==> src/rtl/rr_arbiter_pkg.sv <==
// rtl/rr_arbiter_pkg.sv - shared state encoding and default sizing for rr_arbiter
package rr_arbiter_pkg;

  typedef enum logic {
    IDLE = 1'b0,
    BUSY = 1'b1
  } arb_state_e;

  localparam int DEFAULT_N        = 8;
  localparam int DEFAULT_MAX_HOLD = 16;

endpackage

==> src/rtl/rr_pick.sv <==
// rtl/rr_pick.sv - combinational fixed-priority picker, lowest set index wins
module rr_pick #(
  parameter int N = 8
) (
  input  logic [N-1:0] req_i,
  output logic [N-1:0] gnt_o
);

  // Two's-complement trick isolates the lowest set bit; zero in gives zero out.
  assign gnt_o = req_i & (~req_i + {{(N-1){1'b0}}, 1'b1});

endmodule

==> src/rtl/rr_arbiter.sv <==
// rtl/rr_arbiter.sv - round-robin arbiter with bounded grant hold and dead cycle on release
module rr_arbiter
  import rr_arbiter_pkg::*;
#(
  parameter int N        = DEFAULT_N,
  parameter int MAX_HOLD = DEFAULT_MAX_HOLD
) (
  input  logic                 clk,
  input  logic                 reset,
  input  logic [N-1:0]         req,
  output logic [N-1:0]         gnt,
  output logic                 gnt_valid,
  output logic [$clog2(N)-1:0] gnt_id,
  output logic                 timeout
);

  localparam int IW = $clog2(N);

  arb_state_e      state_q;
  logic [IW-1:0]   ptr_q;
  logic [IW-1:0]   ptr_d;
  logic [7:0]      hcnt_q;
  logic [N-1:0]    gnt_q;
  logic            gnt_valid_q;
  logic [IW-1:0]   gnt_id_q;
  logic            timeout_q;

  logic [N-1:0]    mask;
  logic [N-1:0]    pick_masked;
  logic [N-1:0]    pick_all;
  logic [N-1:0]    win_oh;
  logic [IW-1:0]   win_idx;

  always_comb begin
    mask = '0;
    for (int i = 0; i < N; i++) begin
      mask[i] = (i >= int'(ptr_q));
    end
  end

  rr_pick #(.N(N)) u_pick_masked (
    .req_i (req & mask),
    .gnt_o (pick_masked)
  );

  rr_pick #(.N(N)) u_pick_all (
    .req_i (req),
    .gnt_o (pick_all)
  );

  // Indices at or above ptr take precedence; the unmasked pick covers the wrap.
  assign win_oh = (|pick_masked) ? pick_masked : pick_all;

  always_comb begin
    win_idx = '0;
    for (int i = 0; i < N; i++) begin
      if (win_oh[i]) win_idx = IW'(i);
    end
  end

  assign ptr_d = (win_idx == IW'(N - 1)) ? '0 : win_idx + IW'(1);

  always_ff @(posedge clk) begin
    if (reset) begin
      state_q     <= IDLE;
      ptr_q       <= '0;
      hcnt_q      <= '0;
      gnt_q       <= '0;
      gnt_valid_q <= 1'b0;
      gnt_id_q    <= '0;
      timeout_q   <= 1'b0;
    end else begin
      timeout_q <= 1'b0;
      case (state_q)
        IDLE: begin
          if (|req) begin
            state_q     <= BUSY;
            gnt_q       <= win_oh;
            gnt_valid_q <= 1'b1;
            gnt_id_q    <= win_idx;
            ptr_q       <= ptr_d;
            hcnt_q      <= 8'd1;
          end
        end
        BUSY: begin
          // A dropped request wins over the hold limit, so no timeout then.
          if (!req[gnt_id_q] || (hcnt_q == 8'(MAX_HOLD))) begin
            state_q     <= IDLE;
            gnt_q       <= '0;
            gnt_valid_q <= 1'b0;
            gnt_id_q    <= '0;
            hcnt_q      <= '0;
            timeout_q   <= req[gnt_id_q];
          end else begin
            hcnt_q <= hcnt_q + 8'd1;
          end
        end
        default: state_q <= IDLE;
      endcase
    end
  end

  assign gnt       = gnt_q;
  assign gnt_valid = gnt_valid_q;
  assign gnt_id    = gnt_id_q;
  assign timeout   = timeout_q;

endmodule

==> config.mk <==
export PLATFORM = sky130hd
export DESIGN_NAME = rr_arbiter
export DESIGN_NICKNAME = d
export VERILOG_FILES = /design/src/rtl/rr_arbiter_pkg.sv /design/src/rtl/rr_pick.sv /design/src/rtl/rr_arbiter.sv
export SDC_FILE = /design/constraint.sdc
export NUM_CORES = 1
export LEC_CHECK = 0
export CAP_MARGIN = 30
export CORE_MARGIN = 2
export CORE_UTILIZATION = 50
export CTS_CLUSTER_SIZE = 14
export DETAILED_ROUTE_END_ITERATION = 8
export PLACE_DENSITY_LB_ADDON = 0.05
export REMOVE_ABC_BUFFERS = 1
export SETUP_SLACK_MARGIN = 0.15
export SYNTH_ARGS = -nofsm -noshare
export SYNTH_HDL_FRONTEND = slang
export SYNTH_SLANG_ARGS = --single-unit
==> constraint.sdc <==
create_clock -name clk -period 3.1 [get_ports clk]
set_input_delay 0.465 -clock clk [delete_from_list [all_inputs] [get_ports clk]]
set_output_delay 0.465 -clock clk [all_outputs]
set_load 0.01 [all_outputs]
# Word level (Yosys, flattened, before mapping)
# Index checks and enable logic that the tools add are counted.
classes:
  add_sub_neg: 4
  order_cmp: 8
  eq_ne: 4
  muxes: 26
  bitwise: 7
  n_reduce_logical: 7
op_table:
  columns: ["operator", "n"]
  rows:
  - ["$mux 8", 5]
  - ["$pmux 8 s2", 2]
  - ["$mux 3", 9]
  - ["$add 8x1->8 const B", 3]
  - ["$and 8x8->8", 3]
  - ["$not 8->8", 2]
  - ["$reduce_or 8->1", 2]
  - ["$ge 3x3->1 const A", 3]
  - ["$eq 8x5->1 const B", 1]
  - ["$ge 1x3->1 const A", 2]
  - ["$ge 2x3->1 const A", 2]
  - ["$mux 1", 6]
  - ["$pmux 3 s2", 1]
  - ["$lt 3x4->1 const B", 1]
  - ["$pmux 1 s2", 2]
  - ["$reduce_and 2->1", 2]
  - ["$add 3x1->3 const B", 1]
  - ["$bmux 1 s3", 1]
  - ["$eq 3x3->1 const B", 1]
  - ["$reduce_or 3->1", 1]
  - ["$ne 2x1->1 const B", 1]
  - ["$ne 2x2->1 const B", 1]
  - ["$not 1->1", 2]
  - ["$logic_not 1->1", 1]
  - ["$logic_or 1x1->1", 1]
word_totals:
  reg_bits: 25
  wordCells: 63

# Longest topological paths before layout
logic_depth:
  word_depth: 16
  depth_mapped: 10

# Modules after synthesis
# A second synthesis with hierarchy kept.
unflattened:
  cells_unflattened: 190
  hier_area_um2: 1610.3
modules_own_cells:
  columns: ["module", "instances", "cells_per_inst", "area_each_um2", "seq_area_each_um2"]
  rows:
  - ["rr_arbiter", 1, 170, 1442.6, 500.5]
  - ["rr_pick", 2, 10, 83.8, 0.0]

# Worst setup path before layout
# OpenSTA, ideal clock, no wires.
synth_timing:
  path_type: "in2reg"
  from: "input port req[1]"
  to: "register ptr_q[2]"
  arrival_time_ps: 2193
  required_time_ps: 2972
  path_slack_ps: 780
  path_stages: 9
  cell_sequence: "buf_6 -> o21ba_2 -> o21ba_2 -> or4_1 -> nand4_1 -> ha_1 -> ha_1 -> mux2i_1 -> nor2_1"
synth_via:
  elab_chain_cells: 15
  word_cells_on_any_way: 21
  classes_between: "add/sub (3); eq/ne (1); mux (9); bitwise (5); reduce/logical (3)"
synth_rtl:
  columns: ["item", "line", "text"]
  rows:
  - ["start: declaration", "rr_arbiter.sv:10", "input logic [N-1:0] req,"]
  - ["$and 8x8->8", "rr_arbiter.sv:42", ".req_i (req & mask),"]
  - ["$not 8->8", "rr_pick.sv:10", "assign gnt_o = req_i & (~req_i + {{(N-1){1'b0}}, 1'b1});"]
  - ["$add 8x1->8", "rr_pick.sv:10", null]
  - ["$and 8x8->8", "rr_pick.sv:10", null]
  - ["$reduce_or 8->1", "rr_arbiter.sv:52", "assign win_oh = (|pick_masked) ? pick_masked : pick_all;"]
  - ["$mux 8 *", "rr_arbiter.sv:52", null]
  - ["$mux 1", "rr_arbiter.sv:57", "if (win_oh[i]) win_idx = IW'(i);"]
  - ["$mux 3 (5 in series)", "rr_arbiter.sv:57", null]
  - ["$mux 3 *", "rr_arbiter.sv:57", null]
  - ["$add 3x1->3 / $eq 3x3->1 (equally long branches)", "rr_arbiter.sv:61", "assign ptr_d = (win_idx == IW'(N - 1)) ? '0 : win_idx + IW'(1);"]
  - ["$mux 3 *", "rr_arbiter.sv:61", null]
  - ["net ptr_d[2]", "rr_arbiter.sv:21", "logic [IW-1:0] ptr_d;"]
  - ["end signal: assignment", "rr_arbiter.sv:81", "ptr_q <= ptr_d;"]
  - ["end: declaration", "rr_arbiter.sv:20", "logic [IW-1:0] ptr_q;"]
# Mark *: on every way through the listed nets, which the timed path passes. The rest lies on a longest branch.
# A chain may end at the register's enable or synchronous reset.

# Worst setup path after layout
layout_timing:
  from: "input port req[0]"
  to: "register ptr_q[0]"
layout_via:
  elab_chain_cells: 15
  word_cells_on_any_way: 21
  classes_between: "add/sub (3); eq/ne (1); mux (9); bitwise (5); reduce/logical (3)"
layout_rtl:
  columns: ["item", "line"]
  rows:
  - ["$and 8x8->8", "rr_arbiter.sv:42"]
  - ["$not 8->8", "rr_pick.sv:10"]
  - ["$add 8x1->8", "rr_pick.sv:10"]
  - ["$and 8x8->8", "rr_pick.sv:10"]
  - ["$reduce_or 8->1", "rr_arbiter.sv:52"]
  - ["$mux 8", "rr_arbiter.sv:52"]
  - ["$mux 1", "rr_arbiter.sv:57"]
  - ["$mux 3 (6 in series)", "rr_arbiter.sv:57"]
  - ["$add 3x1->3 / $eq 3x3->1 (equally long branches)", "rr_arbiter.sv:61"]
  - ["$mux 3", "rr_arbiter.sv:61"]
# Several ways; a longest one is shown, not always the timed one.

==> summary.md <==
| Metric | Value |
|---|---|
| Worst hold path class | register to register |
| Sequential fraction of the synthesis area | 0.304 |
| Nets@finish | 234 |
| Final worst slack | ~0.33 ns |
| Routed len/inst | around 16 microns |
| Design area | 1900 sq um |
| Worst-Skew Late Latency | around 0.34 ns |
| Arr. time, crit path | 3.02 ns |
| Vias | 1654 |
| Worst endpoint required time | 3.35 ns |
| Clock Path Buffers | 2 |
| VDD IR max | 0.305 mV |
| Initial DRC Count | roughly 170 |
| Max Freq | around 360 MHz |
| Final hold vios | 0 |
| Syn_area_per_cell | between 8 and 9 sq um |
| Worst-path cell chain | clkdlybuf4s50_1 -> or4_4 -> o32ai_1 -> o2111ai_1 -> nand4_1 -> ha_1 -> ha_1 -> nor2_1 -> a41o_1 |
| Setup crit end kind | register |
| Core area | approximately 3100 sq um |
| Status | finished, final reports clean |
| Largest net degree at the start of global routing | 17 |
| Worst Tran Pin Value | approximately 0.7 ns |
| Ratio of cells with drive above 1 in the final layout | 0.100 |
| Die ar. | around 3800 sq um |
| CTS Sinks | 25 |
| Placed standard-cell area | 1870 sq um |
| Total GRT Usage | 0.247 |
| Initial DRT Pass Iterations | 4 |
| # resized after CTS | 0 |
| Max cap viols | 0 |
| Total number of yosys warnings | 0 |
| First-pass GRT wire length | 6970 microns |
| Hold_buf cts | 0 |
| Placed cell count | roughly 260 |
| Crit path launch type | input port |
| Pleak | 0.723 nW |
| Row cnt | 20 |
| Final Skew | approximately 0.006 ns |
| Initial antenna violation count | 0 |
| Htree depth | 1 |
| Root cell of the clock tree | clkbuf_4 |
| Fill cell count | 310 |
| Slowest cell on the critical path | or4_4 |
| Placer congestion estimate | between 0.8 and 0.9 |
| Die width | around 61 microns |
| Vias in the first global route | roughly 1500 |
| EDFF count, synth | 0 |
| Ys async rst share | 0 |
| Pre-CTS setup slack | -0.0217 ns |
| Synth Instances | about 200 |
| Final Cycle Share | 0.894 |
| Top_reg_cell synth | dfxtp_1 |
| Fin cells | between 200 and 300 |
| Synth cell types | a little over 60 |
| Max-slew headroom | 0.519 |
| Gr ovfl total | 0 |
| Routed vias/inst | 6.29 |
| Most frequent cell on the critical path | ha_1 |
| Setup CP Type | input port to register |
| N_diodes | 0 |
| RSZ-0062 raised after global routing | no |
| Worst-path clk slew | around 0.16 ns |
| Final antenna-violating net count | 0 |
| #FFs+latches synth | 25 |
| Final min period | 2.77 ns |
| Mapped cell area | roughly 1600 sq um |
| Slowest stage delay, CP | about 0.65 ns |
| TritonCTS clock tree | built |
| Max-slew violation count | 0 |
| I/O pin count | 23 |
| WL final | ~4300 microns |
| CTS Buf Count | 3 |
| Detailed placement HPWL | 3250 microns |
| Port bufs | 22 |
| Die height | just over 60 microns |
| Worst-path fanout max | 9 |
| Post-CTS Setup Inserts | 0 |
| Remaining DRCs | 0 |
| Initial Utilization | 0.531 |
| Final setup fails | 0 |
| Final Util | 0.613 |
| Area grow syn2layout | 15.5% |
| Pwr dens | 454 nW/um^2 |
[final timing paths]
kind              startpoint        to  slack, ns  cells past startpoint
setup reg to reg    ptr_q[1]  ptr_q[0]       0.50                      8
setup / recovery      req[0]  ptr_q[0]       0.33                      9
hold reg to reg       gnt[7]    gnt[7]       0.46                      2
hold / removal        gnt[7]    gnt[7]       0.46                      2
[area by class of cell]
| class | instances | area, sq um | share of cell area |
|---|---|---|---|
| clock buffers | 3 | 22.5 | 0.0118 |
| clock inverters | 1 | 7.51 | 0.00394 |
| inverters | 10 | 37.5 | 0.0197 |
| multi-input cells | 155 | 1040 | 0.545 |
| flip-flops and latches | 25 | 500 | 0.263 |
| well taps | 44 | 55.1 | 0.0289 |
| repair buffers | 25 | 243 | 0.128 |
[per-stage QoR]
step	total power, W	hold slack, ns	TNS, ns
final	0.000864	0.464	0
after global routing	0.000907	0.491	0
after CTS	0.000862	0.464	0
after detailed placement	0.000699	0.439	-0.0235
after global placement	0.000693	0.432	0
after floorplan	0.000583	0.464	0
[routing by layer]
| metal | up-vias | global-route usage | wire length [microns] |
|---|---|---|---|
| met4 | 0 | 0.0851 | 64 |
| met3 | 7 | 0.0294 | 259 |
| met5 | - | 0 | 0 |
| met2 | 63 | 0.369 | 1880 |
| li1 | 789 | - | - |
| met1 | 795 | 0.367 | 2130 |
[worst max-delay path: cells and delay by family]
family                   cells  cell delay, ns
AO/OA/AOI/OAI                3            0.81
adder cells (fa/ha/maj)      2            0.32
buffers and inverters        1            0.56
AND/OR/NAND/NOR              3            0.88
[synth_stat cells (2+ instances only)]
cell       number  share of area
o32ai_1         2          0.011
or2_2           3          0.011
o21ai_1         2         0.0061
nor2_1         14          0.032
dfxtp_1        25           0.30
mux2i_1         3          0.018
nand2_1        25          0.057
clkbuf_1        5          0.011
nor3_1          3         0.0091
inv_1          10          0.023
nor2b_1         5          0.019
o2111ai_1       3          0.016
a41o_1          2          0.012
nor3b_1         2         0.0091
a221oi_1        2          0.011
a21oi_1         9          0.027
o21a_1          2         0.0091
and3_1          4          0.015
o21ba_2         2          0.012
a31oi_1         4          0.015
o21ai_0        12          0.036
ha_1            4          0.030
or3_1           5          0.019
buf_6           4          0.027
a21o_1          3          0.014
nand3_1         9          0.027
o211ai_1        2         0.0091
[report_power, final]
part | leakage [nW] | total [W] | internal (W) | switching, W
sequential | 0.204 | 0.000405 | 0.000349 | 0.0000563
combinational | 0.506 | 0.000294 | 0.000136 | 0.000158
clock | 0.0139 | 0.000165 | 0.0000496 | 0.000115
total | 0.723 | 0.000864 | 0.000535 | 0.000330
[placed cells by master (no fill, tap or decap), types with 4 or more instances in the layout]
cell / n
a21oi_1: 9
nor2_1: 14
dfxtp_1: 25
nand3_1: 9
or3_1: 5
a31oi_1: 4
nand2_1: 25
clkdlybuf4s50_1: 22
ha_1: 4
nor2b_1: 5
and3_1: 4
inv_1: 10
o21ai_0: 12
[logic make-up (layout without fill, tap and decap cells)]
family | after synthesis | count (layout) | share of synthesized area
and+or+nand+nor | 84 | 84 | 0.275
AOI/OAI and AO/OA | 61 | 61 | 0.267
DFF | 25 | 25 | 0.304
buffers and inverters | 21 | 39 | 0.0668
muxes | 6 | 6 | 0.0569
adders and majority gates | 4 | 4 | 0.0304
[registers in the layout, summed over array words and instances, names as in the netlist]
register and flops:
hcnt_q 8, gnt 8, timeout 1, gnt_id 3
gnt_valid 1, state_q 1, ptr_q 3
(Power assumes the default switching activity.)
